### config.mk
export PLATFORM = sky130hd
export DESIGN_NAME = pixel_fetch_server
export DESIGN_NICKNAME = d
export VERILOG_FILES = /design/src/rtl/pixel_fetch_server.sv
export SDC_FILE = /design/constraint.sdc
export NUM_CORES = 1
export LEC_CHECK = 0
export CAP_MARGIN = 0
export CORE_MARGIN = 4
export CORE_UTILIZATION = 39
export CTS_BUF_LIST = sky130_fd_sc_hd__clkbuf_16
export DETAILED_ROUTE_END_ITERATION = 8
export PLACE_DENSITY = 0.78
export SYNTH_ARGS = -nofsm -noshare
export SYNTH_HDL_FRONTEND = slang
export SYNTH_SLANG_ARGS = --single-unit
### constraint.sdc
create_clock -name clock -period 2.05 [get_ports clock]
set_clock_uncertainty 0.05 [all_clocks]
set_input_delay 0.41 -clock clock [delete_from_list [all_inputs] [get_ports clock]]
set_output_delay 0.41 -clock clock [all_outputs]
set_load 0.01 [all_outputs]
### src/rtl/pixel_fetch_server.sv
// pixel_fetch_server: serves one 24-bit RGB pixel per request from NUM_IMG
// image banks with fixed read latency, a last-pixel cache and a range check.
// Ports: clock/reset; req_valid/req_ready/addr_req/sel_im_req request side;
// cache_flush; rsp_valid/rsp_hit/pixel_out response; mem_* shared bank port.
module pixel_fetch_server #(
  parameter int          NUM_IMG       = 5,
  parameter int          MEM_LAT       = 2,
  parameter int          IMG_W         = 160,
  parameter int          IMG_H         = 120,
  parameter logic [23:0] BORDER_COLOUR = 24'h000000,
  parameter bit          CACHE_EN      = 1'b1
) (
  input  logic                  clock,
  input  logic                  reset,
  input  logic                  req_valid,
  output logic                  req_ready,
  input  logic [16:0]           addr_req,
  input  logic [2:0]            sel_im_req,
  input  logic                  cache_flush,
  output logic                  rsp_valid,
  output logic                  rsp_hit,
  output logic [23:0]           pixel_out,
  output logic [16:0]           mem_addr,
  output logic [NUM_IMG-1:0]    mem_rd_en,
  input  logic [NUM_IMG*24-1:0] mem_rdata
);

  localparam logic [16:0] NPIX = 17'(IMG_W * IMG_H);
  localparam logic [3:0]  NSEL = 4'(NUM_IMG);

  typedef enum logic [1:0] {
    IDLE,
    ISSUE,
    WAIT,
    RESP
  } state_t;

  state_t state_q, state_d;

  logic [16:0] addr_q;
  logic [2:0]  sel_q;
  logic [2:0]  cnt_q;
  logic        hit_q;
  logic        fill_ok_q;

  logic        c_valid_q;
  logic [16:0] c_addr_q;
  logic [2:0]  c_sel_q;
  logic [23:0] c_pix_q;

  logic        accept;
  logic        oor;
  logic        hit;
  logic        short_path;
  logic        capture;
  logic [23:0] rd_pix;

  assign accept = (state_q == IDLE) && req_valid;

  assign oor = (addr_req >= NPIX) ||
               ({1'b0, sel_im_req} >= NSEL);

  // A flush on the accepting edge takes priority over a hit.
  assign hit = CACHE_EN && c_valid_q && !cache_flush &&
               (c_addr_q == addr_req) &&
               (c_sel_q == sel_im_req);

  assign short_path = oor || hit;
  assign capture    = (state_q == WAIT) && (cnt_q == 3'd0);

  always_comb begin
    rd_pix = '0;
    for (int i = 0; i < NUM_IMG; i++) begin
      if (sel_q == 3'(i)) rd_pix = mem_rdata[24*i +: 24];
    end
  end

  always_ff @(posedge clock) begin
    if (reset) state_q <= IDLE;
    else       state_q <= state_d;
  end

  always_comb begin
    state_d   = state_q;
    req_ready = 1'b0;
    rsp_valid = 1'b0;
    rsp_hit   = 1'b0;
    mem_rd_en = '0;
    unique case (state_q)
      IDLE: begin
        req_ready = !reset;
        if (req_valid) state_d = short_path ? RESP : ISSUE;
      end
      ISSUE: begin
        for (int i = 0; i < NUM_IMG; i++) begin
          mem_rd_en[i] = (sel_q == 3'(i));
        end
        state_d = WAIT;
      end
      WAIT: begin
        if (cnt_q == 3'd0) state_d = RESP;
      end
      RESP: begin
        rsp_valid = 1'b1;
        rsp_hit   = hit_q;
        state_d   = IDLE;
      end
      default: state_d = IDLE;
    endcase
  end

  always_ff @(posedge clock) begin
    if (reset) begin
      addr_q    <= '0;
      sel_q     <= '0;
      cnt_q     <= '0;
      hit_q     <= 1'b0;
      fill_ok_q <= 1'b0;
      pixel_out <= '0;
      mem_addr  <= '0;
      c_valid_q <= 1'b0;
      c_addr_q  <= '0;
      c_sel_q   <= '0;
      c_pix_q   <= '0;
    end else begin
      if (cache_flush) c_valid_q <= 1'b0;

      // A flush during the read means the returning pixel may be stale.
      if (cache_flush &&
          (state_q == ISSUE || state_q == WAIT))
        fill_ok_q <= 1'b0;

      if (accept) begin
        addr_q    <= addr_req;
        sel_q     <= sel_im_req;
        hit_q     <= short_path;
        fill_ok_q <= 1'b1;
        if (oor)      pixel_out <= BORDER_COLOUR;
        else if (hit) pixel_out <= c_pix_q;
        else          mem_addr  <= addr_req;
      end

      if (state_q == ISSUE) cnt_q <= 3'(MEM_LAT - 1);
      if (state_q == WAIT && cnt_q != 3'd0)
        cnt_q <= cnt_q - 3'd1;

      if (capture) begin
        pixel_out <= rd_pix;
        if (fill_ok_q && !cache_flush) begin
          c_valid_q <= 1'b1;
          c_addr_q  <= addr_q;
          c_sel_q   <= sel_q;
          c_pix_q   <= rd_pix;
        end
      end
    end
  end

endmodule
Word-level counts from Yosys, hierarchy flattened. Index checks and enable logic that the tools add are counted.

Eq/ne operators: 11. $add $sub $neg: 1. Mux-type cells: 24. Bitwise logic cells: 2. Reductions and logical operators: 25. Magnitude comparators: 2.

Operators by type and width (count): 2-to-1 mux 24 bit (9); equality test 17 bit (1); greater-or-equal comparator 17 x 15 -> 1 bit, second input constant (1); logical AND 1 bit (8); 2-to-1 mux 1 bit (8); case mux 2 bit (4 select lines) (1); equality test 3 x 2 -> 1 bit, second input constant (2); zero test 3 bit (2); 2-to-1 mux 2 bit (3); 2-to-1 mux 3 bit (2); AND reduction 2 bit (3); nonzero test 2 bit (3); nonzero test 3 bit (2); 2-to-1 mux 5 bit (1); equality test 2 bit, second input constant (2); equality test 3 x 1 -> 1 bit, second input constant (1); equality test 3 bit (1); equality test 3 bit, second input constant (1); greater-or-equal comparator 3 bit, second input constant (1); logical OR 1 bit (3); AND reduction 3 bit (1); subtractor 3 x 1 -> 3 bit, second input constant (1); equality test 2 x 1 -> 1 bit, second input constant (1); zero test 1 bit (2); 4 further kinds (5).

Flip-flop bits (word level): 113. Input bits: 144. Output and inout bits: 49.

Longest topological paths before layout.
Word-level depth: 8. Depth in mapped cells: 11. Mapped depth without buffers: 8.

Worst setup path after synthesis. No wires, ideal clock.

Kind: input port to flip-flop. From: in addr_req[16]. To: reg pixel_out[0]. Required time: 1942 ps. Setup time: 58 ps. Arrival time: 2004 ps. Stages: 7. Setup slack: -62 ps. Cell sequence: xnor2_1 nand4_1 or3_4 or3_4 nor4_4 buf_6 a221o_2.

Longest elaborated chain between the ends: 5.

Ends and longest elaborated chain: start: declaration (line 17) `input logic [16:0] addr_req,`; greater-or-equal comparator 17 x 15 -> 1 bit / equality test 17 bit (equally long branches) (line 60, 65); logical OR 1 bit / logical AND 1 bit (equally long branches) (line 60, 64); 2-to-1 mux 24 bit / logical AND 1 bit (equally long branches) (line 138, 65); 2-to-1 mux 24 bit / nonzero test 3 bit (equally long branches); 2-to-1 mux 24 bit / AND reduction 2 bit (equally long branches); end signal: assignment (line 139) `else if (hit) pixel_out <= c_pix_q;`; end signal: assignment (line 148) `pixel_out <= rd_pix;`; end: declaration (line 22) `output logic [23:0] pixel_out,`.

Parallel ways exist; a longest one is shown, timed or not. The select of a mux whose other input is x is not followed. A chain may end at the register's enable or synchronous reset.

Worst setup path in the final report.
From: reg c_sel_q[0]. To: reg pixel_out[1].

Longest elaborated chain between the ends: 4.

Ends and longest elaborated chain: start: declaration (line 48) `logic [2:0] c_sel_q;`; start signal: assignment (line 152) `c_sel_q <= sel_q;`; equality test 3 bit (line 66) `(c_sel_q == sel_im_req);`; logical AND 1 bit (line 65) `(c_addr_q == addr_req) &&`; nonzero test 3 bit (no line); AND reduction 2 bit (no line).

No other way between the ends.

==> impl_metrics.tcl <==
set metrics [dict create \
    status "finished, violations left" \
    violations "negative setup slack" \
    rows 42 \
    synth_flop_cell "dfxtp_1" \
    grt_pass1_wl_um 27100 \
    dp.cells 944 \
    comb_power_share 0.326 \
    dpl_cell_area_um2 7750 \
    cts_tree "yes" \
    grt-ovfl-total 0 \
    pwr-share-clk 0.363 \
    first_iter_violations 379 \
    die_w_um 124 \
    pwr-share-seq 0.312 \
    fin_cells 991 \
    slew_viol_final 0 \
    maxCapViolCount 0 \
    p_switching_mw 2.48 \
    avgSynthCellArea_um2 9.36 \
    fin_ws_ps -201 \
    finalInstanceArea_um2 8670 \
    synth_edf_count 0 \
    syn_inst 558 \
    grt_max_degree 52 \
    finalSetupViolCount 39 \
    track_usage 0.228 \
    die-height_um 124 \
    layout_commonest_cell "clkdlybuf4s50_1" \
    pre_cts_slack_ps -749 \
    clock_path_buffers 2 \
    switching_share 0.289 \
    slew-limit-headroom 0.641 \
    syn2layout_area_growth_pct 65.9 \
    powerDensity_nw_per_um2 991 \
    antenna_cells 0 \
    postRouteAntennaNets 0 \
    finalHoldViolCount 0 \
    leakagePower_nw 3.44 \
    route.detailed.drc 0 \
    rsz0062_at_grt "true" \
    wl_um 18500 \
    core-area_um2 13200 \
    grt_pass1_vias 5495 \
    internal_power_mw 6.11 \
    clkTransAtPathRegs_ps 50 \
    cp_max_fo 6 \
    drive_gt1_frac 0.231 \
    worstMarginPinSlew_ps 538 \
    startpoint_type "flop" \
    final_core_util 0.657 \
    yosysWarningCount 0 \
    worst_ep_required_time_ps 2290 \
    insertion_delay_ps 400 \
    holdWs_ps 380 \
    fmax_ghz 0.444 \
    synth_cell_types 40 \
    vias 5301 \
    critPathKind "reg -> reg" \
    peakVddDrop_v 0.000755 \
    numCtsBuffers 17 \
    clkSinkCount 113 \
    final_nets 953 \
    synth_nets 709 \
    hold_path.class "in -> reg" \
    viasPerCell 5.35 \
    fin_crit_sh 1.10 \
    dp_hpwl_um 12900 \
    port_buffers 192 \
    wl_per_cell_um 18.7 \
    synth_seq_cells 113 \
    io_pins 193 \
    antenna_found_initial 0 \
    end_kind "flop" \
    detail_route.first_pass.iterations 4 \
    start_util 0.396 \
    die_area_um2 15300 \
    async_reset_ff_frac 0 \
    clockRootBuffer "clkbuf_16" \
    final_cell_mix "clkdlybuf4s50_1 (166), dfxtp_1 (109), nand2_1 (87)" \
    gp_congestion 0.807 \
    syn-cell-area_um2 5220 \
    h-tree-depth 4 \
    fin_crit_ps 2250 \
    ys_seq_area_frac 0.433 \
    arrival_ps 2490 \
]
[synth_stat cells (all sizes together) (2+ instances only)]
| cell | instances | share of area |
|---|---|---|
| a22oi | 23 | 0.033 |
| nand2b | 4 | 0.0048 |
| nand4 | 2 | 0.0024 |
| a211oi | 27 | 0.039 |
| buf | 6 | 0.0086 |
| nor3 | 6 | 0.0057 |
| a21oi | 43 | 0.041 |
| inv | 6 | 0.0043 |
| a221o | 24 | 0.051 |
| nand3 | 4 | 0.0038 |
| o21ai | 6 | 0.0057 |
| nor2b | 3 | 0.0036 |
| clkbuf | 39 | 0.028 |
| or3 | 2 | 0.0043 |
| and3b | 3 | 0.0050 |
| ha | 7 | 0.017 |
| nand2 | 87 | 0.063 |
| and2 | 3 | 0.0036 |
| mux4 | 23 | 0.099 |
| a21boi | 2 | 0.0029 |
| xor2 | 16 | 0.027 |
| nor4 | 4 | 0.0077 |
| nor3b | 2 | 0.0029 |
| mux2i | 17 | 0.033 |
| dfxtp | 113 | 0.43 |
| xnor2 | 4 | 0.0067 |
| nor2 | 74 | 0.053 |
[cells by family after synthesis]
group	Yosys count	share of synthesized area
adder cells (fa/ha/maj)	7	0.0168
XOR/XNOR	20	0.0335
multiplexers	40	0.132
AO/OA/AOI/OAI	129	0.179
flip-flops	113	0.433
AND/OR/NAND/NOR	198	0.165
buffers and inverters	51	0.0410
[per-layer routing]
metal | share of wire | GRT usage
met4 | 0.032 | 0.102
met3 | 0.093 | 0.0622
met1 | 0.35 | 0.241
met5 | 0 | 0
met2 | 0.52 | 0.420
[state kept, by name, indices dropped and copies added (netlist names)]
register   count
c_valid_q      1
cnt_q          3
fill_ok_q      1
c_sel_q        3
c_addr_q      17
pixel_out     24
c_pix_q       24
sel_q          3
mem_addr      17
hit_q          1
addr_q        17
state_q        2
[power groups by stage]
stage | Combinational [mW] | Clock, mW | Sequential (mW)
floorplan | 1.25 | 0 | 2.71
global placement | 2.49 | 0 | 2.70
detailed placement | 2.59 | 0 | 2.72
CTS | 2.68 | 3.15 | 2.68
global route | 3.03 | 3.26 | 2.71
finish | 2.80 | 3.12 | 2.68
[timing repair]
action                     CTS  global route
hold buffers                 0             0
gates resized for setup     53            20
hold endpoints to repair     0             0
cloned                       4             3
buffers inserted             6             3
setup endpoints to repair   49            76
pin swaps                   17            20
[worst max-delay path, cell delays in order (launching register included)]
cell and delay [ps]:
dfxtp_2 320, xor2_1 170, nor4_2 330, buf_4 170
nand4_1 120, buf_4 170, o21bai_4 140, a21oi_4 130
clkbuf_16 180, a221o_2 350
[through the flow]
step,power (mW),TNS [ps]
final,8.59,-5330
after global placement,5.19,-25940
after floorplan,3.96,-578
after detailed placement,5.31,-27310
after CTS,8.51,-3610
after global routing,8.99,-9490
[cell type report]
| cell class | instances | area [um2] |
|---|---|---|
| Inverter | 6 | 22.5 |
| Fill cell | 1008 | 4520 |
| Clock inverter | 15 | 200 |
| Tap cell | 176 | 220 |
| Timing Repair Buffer | 270 | 2680 |
| Multi-Input combinational cell | 394 | 2860 |
| Sequential cell | 113 | 2270 |
| Clock buffer | 17 | 425 |
[worst paths after layout]
kind                            slack [ps]  cells after the start           from           end
worst min-delay path                   380                      3  sel_im_req[0]      sel_q[0]
worst max register to register        -200                      9     c_sel_q[0]  pixel_out[1]
worst max-delay path                  -200                      9     c_sel_q[0]  pixel_out[1]
worst min register to register         400                      2      addr_q[7]   c_addr_q[7]
Power figures use the tool's default switching activity.
